--- config.mk ---
export PLATFORM = sky130hd
export DESIGN_NAME = ex_muldiv
export DESIGN_NICKNAME = d
export VERILOG_FILES = /design/src/rtl/ex_muldiv.sv
export SDC_FILE = /design/constraint.sdc
export NUM_CORES = 1
export LEC_CHECK = 0
export CAP_MARGIN = 15
export CORE_MARGIN = 2
export CORE_UTILIZATION = 31
export DETAILED_ROUTE_END_ITERATION = 16
export PLACE_DENSITY = 0.56
export SKIP_CTS_REPAIR_TIMING = 1
export SYNTH_ARGS = -nofsm -noshare
export SYNTH_HDL_FRONTEND = slang
export SYNTH_SLANG_ARGS = --single-unit
--- constraint.sdc ---
create_clock -name clk -period 8.8 [get_ports clk]
set_input_delay 1.76 -clock clk [delete_from_list [all_inputs] [get_ports clk]]
set_output_delay 1.76 -clock clk [all_outputs]
set_load 0.03 [all_outputs]
--- src/rtl/ex_muldiv.sv ---
// Iterative unsigned multiply/divide unit for the EX stage: 32-cycle shift-add
// multiply and restoring divide, with pipeline stall and flush handling.
module ex_muldiv (
  input  logic        clk,
  input  logic        rst_n,
  input  logic        flush,
  input  logic        start,
  input  logic [1:0]  op,
  input  logic [31:0] src_a,
  input  logic [31:0] src_b,
  input  logic [3:0]  reg_dst,
  output logic [31:0] result,
  output logic        result_valid,
  output logic [3:0]  reg_dst_out,
  output logic        stall_req
);

  typedef enum logic [1:0] {S_IDLE, S_BUSY, S_DONE} state_t;
  typedef enum logic [1:0] {OP_MUL = 2'b00, OP_MULHU = 2'b01, OP_DIVU = 2'b10, OP_REMU = 2'b11} op_t;

  state_t      r_state;
  state_t      w_next;
  logic [5:0]  r_cnt;
  op_t         r_op;
  logic [31:0] r_a;
  logic [31:0] r_b;
  logic [3:0]  r_dst;
  logic [63:0] r_prod;
  logic [31:0] r_rem;
  logic [31:0] r_quo;

  logic        w_accept;
  logic        w_divzero;
  logic        w_last;
  logic [32:0] w_mul_sum;
  logic [63:0] w_prod_nxt;
  logic [32:0] w_div_shift;
  logic [32:0] w_div_diff;
  logic [31:0] w_rem_nxt;
  logic [31:0] w_quo_nxt;
  logic [31:0] w_busy_res;
  logic [31:0] w_zero_res;

  assign w_accept  = (r_state == S_IDLE) && start && !flush;
  assign w_divzero = op[1] && (src_b == '0);
  assign w_last    = (r_cnt == 6'd31);

  // Multiply: upper half accumulates, lower half shifts the multiplier out.
  assign w_mul_sum  = {1'b0, r_prod[63:32]} + (r_prod[0] ? {1'b0, r_a} : 33'd0);
  assign w_prod_nxt = {w_mul_sum, r_prod[31:1]};

  // Restoring divide: a borrow in bit 32 means the trial subtraction failed.
  assign w_div_shift = {r_rem, r_quo[31]};
  assign w_div_diff  = w_div_shift - {1'b0, r_b};
  assign w_rem_nxt   = w_div_diff[32] ? w_div_shift[31:0] : w_div_diff[31:0];
  assign w_quo_nxt   = {r_quo[30:0], ~w_div_diff[32]};

  assign w_zero_res = op[0] ? src_a : '1;

  always_comb begin
    w_busy_res = '0;
    unique case (r_op)
      OP_MUL:   w_busy_res = w_prod_nxt[31:0];
      OP_MULHU: w_busy_res = w_prod_nxt[63:32];
      OP_DIVU:  w_busy_res = w_quo_nxt;
      OP_REMU:  w_busy_res = w_rem_nxt;
      default:  w_busy_res = '0;
    endcase
  end

  always_ff @(posedge clk or negedge rst_n) begin
    if (!rst_n) r_state <= S_IDLE;
    else        r_state <= w_next;
  end

  always_comb begin
    w_next       = r_state;
    stall_req    = 1'b0;
    result_valid = 1'b0;
    unique case (r_state)
      S_IDLE: begin
        if (start && !flush) begin
          w_next    = w_divzero ? S_DONE : S_BUSY;
          stall_req = rst_n;
        end
      end
      S_BUSY: begin
        stall_req = 1'b1;
        if (flush)       w_next = S_IDLE;
        else if (w_last) w_next = S_DONE;
      end
      S_DONE: begin
        result_valid = !flush;
        w_next       = S_IDLE;
      end
      default: w_next = S_IDLE;
    endcase
  end

  always_ff @(posedge clk or negedge rst_n) begin
    if (!rst_n) begin
      r_cnt  <= '0;
      r_op   <= OP_MUL;
      r_a    <= '0;
      r_b    <= '0;
      r_dst  <= '0;
      r_prod <= '0;
      r_rem  <= '0;
      r_quo  <= '0;
    end else if (w_accept) begin
      r_cnt  <= '0;
      r_op   <= op_t'(op);
      r_a    <= src_a;
      r_b    <= src_b;
      r_dst  <= reg_dst;
      r_prod <= {32'd0, src_b};
      r_rem  <= '0;
      r_quo  <= src_a;
    end else if (r_state == S_BUSY) begin
      if (!w_last) r_cnt <= r_cnt + 6'd1;
      if (r_op[1]) begin
        r_rem <= w_rem_nxt;
        r_quo <= w_quo_nxt;
      end else begin
        r_prod <= w_prod_nxt;
      end
    end
  end

  // Result is loaded from the final iteration's next-values so it is ready on entry to DONE.
  always_ff @(posedge clk or negedge rst_n) begin
    if (!rst_n) begin
      result      <= '0;
      reg_dst_out <= '0;
    end else if (w_accept && w_divzero) begin
      result      <= w_zero_res;
      reg_dst_out <= reg_dst;
    end else if ((r_state == S_BUSY) && !flush && w_last) begin
      result      <= w_busy_res;
      reg_dst_out <= r_dst;
    end
  end

endmodule

# Word-level counts from Yosys, hierarchy flattened
# Cells that the tools add are included.
# word_totals
reg_bits	242
inputBits	74
out_inout_bits	38
# op_classes
n_addsub	3
n_eq_ne	10
muxes	28
bitwise	1
n_reduce_logical	18
# op_table
cell	n
$mux W32	11
$mux W64	3
$pmux W32 S4	1
$add A32 B32 Y33	1
$sub A33 B32 Y33	1
$logic_not A32 Y1	1
$mux W6	3
$mux W2	4
$mux W4	2
$reduce_and A2 Y1	4
$logic_and A1 B1 Y1	7
$add A6 B1 Y6 const B	1
$eq A2 B2 Y1 const B	3
$eq A6 B5 Y1 const B	1
$reduce_bool A2 Y1	3
$eq A2 B1 Y1 const B	2
$logic_not A2 Y1	2
$ne A2 B1 Y1 const B	2
$pmux W2 S2	1
$ne A3 B3 Y1 const B	1
$mux W1	2
$ne A2 B2 Y1 const B	1
$pmux W1 S2	1
$logic_not A1 Y1	1
$not A1 Y1	1

# Depth between registers and ports, before layout
# logic_depth
ltp_word	5
ltp_mapped	15
mapped_depth_nobuf	13

# Least setup slack after synthesis
# Ideal clock, no wire load.
# synth_timing
kind	input port to output port
start	in flush
end	out result_valid
t_arrival_ns	2.496
slack_ns	4.544
stages	1
n_path_buf	0
cell_sequence	nor3b_1
# synth_via
elab_chain_cells	2
# synth_lines
item	line_no	source
from (decl)	6	input logic flush,
$logic_not A1 Y1	93	result_valid = !flush;
$mux W1	80	unique case (r_state)
to (decl)	13	output logic result_valid,
# No other way between the ends.

# Worst setup path after layout
# layout_timing
start	in flush
end	out stall_req
# layout_via
elab_chain_cells	4
# layout_lines
item	line_no	source
$logic_not A1 Y1	82	if (start && !flush) begin
$logic_and A1 B1 Y1	82	
$mux W1	82	
$pmux W1 S2	80	
to (decl)	15	output logic stall_req
# No other way between the ends.

==> results.yml <==
yosys:
  synth_edf_count: 0
  synth_fp_nets: 1788
  synth.ff_latch_count: 242
  yosysWarnings: 0
  synth_top_area_cell: "dfrtp_1"
  ys_types: 76
  synth.avg_cell_area_um2: 8.849
  fraction_of_registers_with_async_set_reset_pct: 100.0
  netlist_area_um2: 14570
  post-synth-top-area-fraction_pct: 41.55
  synth.yosys.seq_area_share_pct: 41.55
  dominantRegCellSynth: "dfrtp_1"
  syn-instance-count: 1647
  post_synth_main_area_contributors: "dfrtp_1, nand2_1, mux2i_1"
sta:
  number_of_hold_violations_in_the_final_report: 0
  max_clock_freq_mhz: 201.2
  maxSlewViolCount: 0
  post_route_fraction_of_the_period_consumed_by_the_critical_path_pct: 56.48
  setup-violations-final: 0
  tightestPinTransition_ns: 0.9338
  layout_min_cycle_time_ns: 4.970
  worst_hold_slack_ns: 0.4661
  rsz_0062_raised_after_global_routing: "no"
  skew_ns: 0.01737
  worst_slack_ns: 3.830
  max_slew_margin_pct: 37.52
  setup_total_negative_slack_ns: 0
die:
  rows: 79
  core_region_area_um2: 46460
  dieWidth_um: 220.8
  fp.dieH_um: 220.8
  initial_util_pct: 31.37
  design.portCount: 112
  floorplan.die_area_um2: 48760
routing:
  top_layer_used: "met4"
  wl_met1_um: 22370
  met2_wirelength_um: 20370
  first_pass_iters: 5
  met3RoutedLength_um: 2682
  drt_first_iter_violations: 956
  routed_wire_length_per_instance_um: 20.04
  routed_wire_length_um: 47020
  number_of_nets_with_antenna_violations_after_detailed_routing: 0
  remaining_drc_errors: 0
  vias_per_cell: 5.387
  vias: 12638
worst_setup_path:
  worst_path_max_stage_delay_ns: 0.59
  cp_common_cell: "clkdlybuf4s50_1"
  setup.worst_path.end_class: "primary output"
  slowest_stage: "clkdlybuf4s50_1"
  path_cells: "clkdlybuf4s50_1 > inv_1 > a31oi_1 > nor2_1 > clkdlybuf4s50_1"
  critPathMaxFanout: 5
  critPathArrivalTime_ns: 3.21
  startpoint_type: "primary input"
  worst-r2r-cell-count: 14
  worst-endpoint-required_ns: 7.04
  critPathKind: "primary input to primary output"
grt:
  globalRouteTotalUtil_pct: 19.02
  grt_max_degree: 97
  global_route_wire_length_before_repair_um: 73950
  grt_pass1_vias: 12406
  residual_overflow_from_global_routing: 0
  grt_antenna_before_repair: 0
pwr:
  power.internal_mw: 2.993
  post-layout-total-power_mw: 5.116
  sequentialPowerShare_pct: 31.3
  ir_worst_vdd_mv: 0.1568
  power.combinational.fraction_pct: 44.2
  static_leak_nw: 7.779
  power_per_cell_area_nw_per_um2: 296.2
  netSwitchingPower_mw: 2.123
  swShare_pct: 41.50
  clock_group_share_of_total_power_pct: 24.4
clock_network:
  htreeDepth: 1
  clock_tree_from_tritoncts: "built"
  clkTransAtPathRegs_ns: 0.06
  clkLatencyLatePin_ns: 0.56
  clock_sink_count: 242
  cts-buffers-inserted: 28
  clock_path_buffers: 3
  root_buffer: "clkbuf_16"
final_layout:
  drive_above_1_share_pct: 6.095
  final_core_utilization_pct: 37.19
  diodes: 0
  final_layout_net_count: 1858
  area.growth.synth_to_final_pct: 18.54
min_path:
  hold_path.class: "register to register"
  hold_depth: 2
outcome:
  run_status: "complete, no violations"
placement:
  port_buffer_count: 111
  routabilityCongestion: 0.8541
  dp_hpwl_um: 34780
  dp_slack_ns: 3.633
flow_run:
  max_cap_violations: 0
## power groups by stage
stage | combinational, mW | clock, mW | sequential (mW)
after floorplan | 1.65 | 0 | 1.53
after global placement | 2.21 | 0 | 1.61
final | 2.26 | 1.25 | 1.60
after detailed placement | 2.23 | 0 | 1.62
after CTS | 2.24 | 1.28 | 1.60
after global routing | 2.50 | 1.32 | 1.64
## cells in the final DEF, fill, tap and decap left out, types with 19 or more instances in the layout
cell type and instances:
buf_4 22, mux2i_1 90, a21oi_1 106, nand3_1 21, and2_1 33, xor2_1 23
a31oi_1 28, inv_1 61, dfrtp_1 241, nand2_1 283, ha_1 65, xnor2_1 37
nor2_1 63, o21ai_0 168, a21o_1 22, clkbuf_16 29, a22o_1 27, o211ai_1 19
clkdlybuf4s50_1 110, o21ai_1 48
## path summary, 6_finish.rpt
check	from	endpoint	slack (ns)
worst max-delay path	flush	stall_req	3.83
worst min-delay path	r_a[12]$_DFFE_PN0P_	r_a[12]$_DFFE_PN0P_	0.47
worst max register to register	r_quo[31]$_DFFE_PN0P_	result[20]$_DFFE_PN0P_	4.51
worst min register to register	r_a[12]$_DFFE_PN0P_	r_a[12]$_DFFE_PN0P_	0.47
max in group asynchronous	rst_n	r_rem[11]$_DFFE_PN0P_	5.77
min in group asynchronous	rst_n	r_prod[49]$_DFFE_PN0P_	1.13
## cell usage after synthesis (3+ instances only)
library cell,count
mux2_2,10
a211oi_2,3
a211o_1,4
a21oi_1,106
mux2i_1,90
nor2_1,66
nor4_1,9
clkbuf_1,75
ha_1,65
and2_1,33
nand2b_1,10
buf_1,8
nand2_1,284
nor3b_1,4
xor2_1,23
xnor2_1,37
o21a_1,7
nand3b_1,18
nor3_1,10
a211oi_1,8
a31oi_1,28
inv_1,61
buf_2,9
o221ai_1,9
a2111oi_0,3
a22oi_1,7
o21bai_1,8
o2111ai_1,4
a21o_1,22
o211ai_1,19
o21ai_0,168
nand3_1,21
o22ai_1,4
o21ai_1,48
dfrtp_1,242
o31ai_1,6
and3_1,12
nand4_1,16
and4_1,4
a22o_1,27
nor2b_1,11
a221oi_1,3
## layout make-up
class                   count  area [µm²]
clock buffers              40       837.1
clock inverters            12       151.4
fillers                  4692       29180
inverters                  62       232.7
multi-input cells        1250        7956
flip-flops and latches    242        6057
well taps                 607       759.5
repair buffers            133        1281
## stage by stage
| stage | area (µm²) | cells |
|---|---|---|
| 2_1_floorplan | 14570 | 1647 |
| 3_3_place_gp | 16290 | 2294 |
| 3_5_place_dp | 16290 | 2294 |
| 4_1_cts | 17280 | 2346 |
| 5_1_grt | 17280 | 2346 |
| 6_report | 17280 | 2346 |
## routing by layer
layer,vias up,GRT usage (%)
met5,-,0
met4,0,6.668
met3,78,2.603
met2,370,28.62
met1,6172,27.85
li1,6018,-
## cells by family after synthesis
group,synth area share (%)
compound gates,22.03
simple gates,15.77
flops,41.55
buf+inv,4.121
mux,6.954
fa+ha+maj,5.855
xor+xnor,3.717
## registers in the layout (all words and copies together), names as in the netlist
register     cells
r_a             32
r_b             32
r_cnt            6
r_dst            4
r_op             2
r_prod          64
r_quo           32
r_rem           32
r_state          2
reg_dst_out      4
result          32
## worst max-delay path: cells and delay by family
kind                   cells  cell delay, ns
AND/OR/NAND/NOR            1            0.06
AO/OA/AOI/OAI              1            0.17
buffers and inverters      3            1.23
Power figures use the tool's default switching activity.
==> RTL change: new RTL, same flow settings <==
One comparison of `r_cnt` changes from == to >=.
--- a/src/rtl/ex_muldiv.sv
+++ b/src/rtl/ex_muldiv.sv
@@ -45,3 +45,3 @@
   assign w_divzero = op[1] && (src_b == '0);
-  assign w_last    = (r_cnt == 6'd31);
+  assign w_last    = (r_cnt >= 6'd31);
 
Check against the original RTL: same outputs for any inputs over 4 cycles, from zero or initial values and one cycle with rst_n low; that may be too few to reach the edited logic, so the function may still have changed.
==> RTL change against the original RTL <==
- cell count rose by 1.5%
- core utilization fell by 0.34 points
- count of clock-buffer cells in the layout fell by 1
- synthesized cell count rose by 2.1%
- synthesized area rose by 1.6%
- sequential cell count did not move
- setup slack got worse by 97 ps
- global-route usage rose by 1.8 points
- routed wire length rose by 10%
- cell area rose by 1.2%
- total power rose by 19%
- largest cell class unchanged
- highest routed layer unchanged
==> RTL change: results (changes against the original RTL) <==
| Metric | Value |
|---|---|
| Initial antenna violation count | `1 (was 0)` |
| Number of global-route vias before repair | `13040 (was 12410)` |
| Post-synthesis sequential area ratio | `0.4088 (was 0.4155)` |
| Slew @ Worst Pin | `964.1 ps (was 933.8 ps)` |
| CTS buffer count | `29 (was 28)` |
| Share of cells above drive strength 1 | `0.06569 (was 0.06095)` |
| Psw | `2.713 mW (was 2.123 mW)` |
| Final hold slack | `467.1 ps (was 466.1 ps)` |
| DR vias/cell | `5.545 (was 5.387)` |
| Hold EP | `r_a[3] (was r_a[12])` |
| Clock network power share | `0.209 (was 0.244)` |
| Global-route wire length before repair | `80010 um (was 73950 um)` |
| Overall routed net length | `51840 um (was 47020 um)` |
| Largest net degree at the start of global routing | `81 (was 97)` |
| Worst R2R Path Depth | `10 (was 14)` |
| Pleak | `7.968 nW (was 7.779 nW)` |
| Count of cell types in the netlist | `86 (was 76)` |
| Tot GR Track Use | `0.2078 (was 0.1902)` |
| Synth area leaders | `dfrtp_1, nand2_1, ha_1 (was dfrtp_1, nand2_1, mux2i_1)` |
| Placed Area | `16480 um^2 (was 16290 um^2)` |
| Post-Syn Nets | `1823 (was 1788)` |
| VDD IR-drop max | `0.0001470 V (was 0.0001568 V)` |
| Hold_sp | `r_a[3] (was r_a[12])` |
| Status | `complete, no violations (unchanged)` |
| RePlAce Congestion | `0.8593 (was 0.8541)` |
| Reg2Reg Setup Slack | `4580 ps (was 4510 ps)` |
| HPWL Detailed | `37730 um (was 34780 um)` |
| Worst path arrival time | `3310 ps (was 3210 ps)` |
| Commonest cells in the synthesized netlist | `nand2_1, dfrtp_1, o21ai_0, a21oi_1, nor2_1 (was nand2_1, dfrtp_1, o21ai_0, a21oi_1, mux2i_1)` |
| First-pass DRT Iterations | `7 (was 5)` |
==> RTL change: final cells by class <==
| class | instances | area, um^2 | area share |
|---|---|---|---|
| Clock inverter | 13 | 178.9 | 0.01024 |
| Tap cell | 615 | 769.5 | 0.04402 |
| Clock buffer | 39 | 823.3 | 0.04710 |
| Inverter | 64 | 240.2 | 0.01374 |
| Multi-Input combinational cell | 1274 | 8123 | 0.4647 |
| Sequential cell | 242 | 6057 | 0.3465 |
| Timing Repair Buffer | 134 | 1289 | 0.07372 |
==> RTL change: kinds of logic after synthesis <==
family          synth area share
simple gates              0.1764
compound gates            0.2334
fa+ha+maj                0.05760
buf+inv                  0.04671
flops                     0.4088
mux                      0.04350
xor+xnor                 0.03370
==> RTL change: per-stage QoR <==
step,util,power (mW),std cells,worst slack (ps)
2_1_floorplan,-,3.800,1682,4553
3_3_place_gp,0.3473,4.759,2329,3153
3_5_place_dp,0.3473,4.794,2329,3194
4_1_cts,0.3684,6.091,2381,3748
5_1_grt,0.3684,6.495,2381,3657
6_report,0.3684,6.111,2381,3733
==> RTL change: how the worst max path moves through the flow <==
stage / startpoint / endpoint / cells past startpoint / slack, ps
2_1_floorplan: flush / result_valid / 1 / 4550
3_3_place_gp: src_b[30] / result[29] / 10 / 3150
3_5_place_dp: src_b[30] / result[29] / 10 / 3190
4_1_cts: flush / stall_req / 5 / 3750
5_1_grt: rst_n / stall_req / 4 / 3660
6_report: flush / stall_req / 5 / 3730
==> RTL change: per-layer routing <==
metal / track usage / part of all wire / vias to the layer above / wire length [um]
li1: - / - / 6153 / -
met1: 0.2997 / 0.47 / 6529 / 24170
met2: 0.3173 / 0.44 / 437 / 22910
met3: 0.02526 / 0.056 / 84 / 2888
met4: 0.07989 / 0.036 / 0 / 1882
met5: 0 / 0 / - / 0
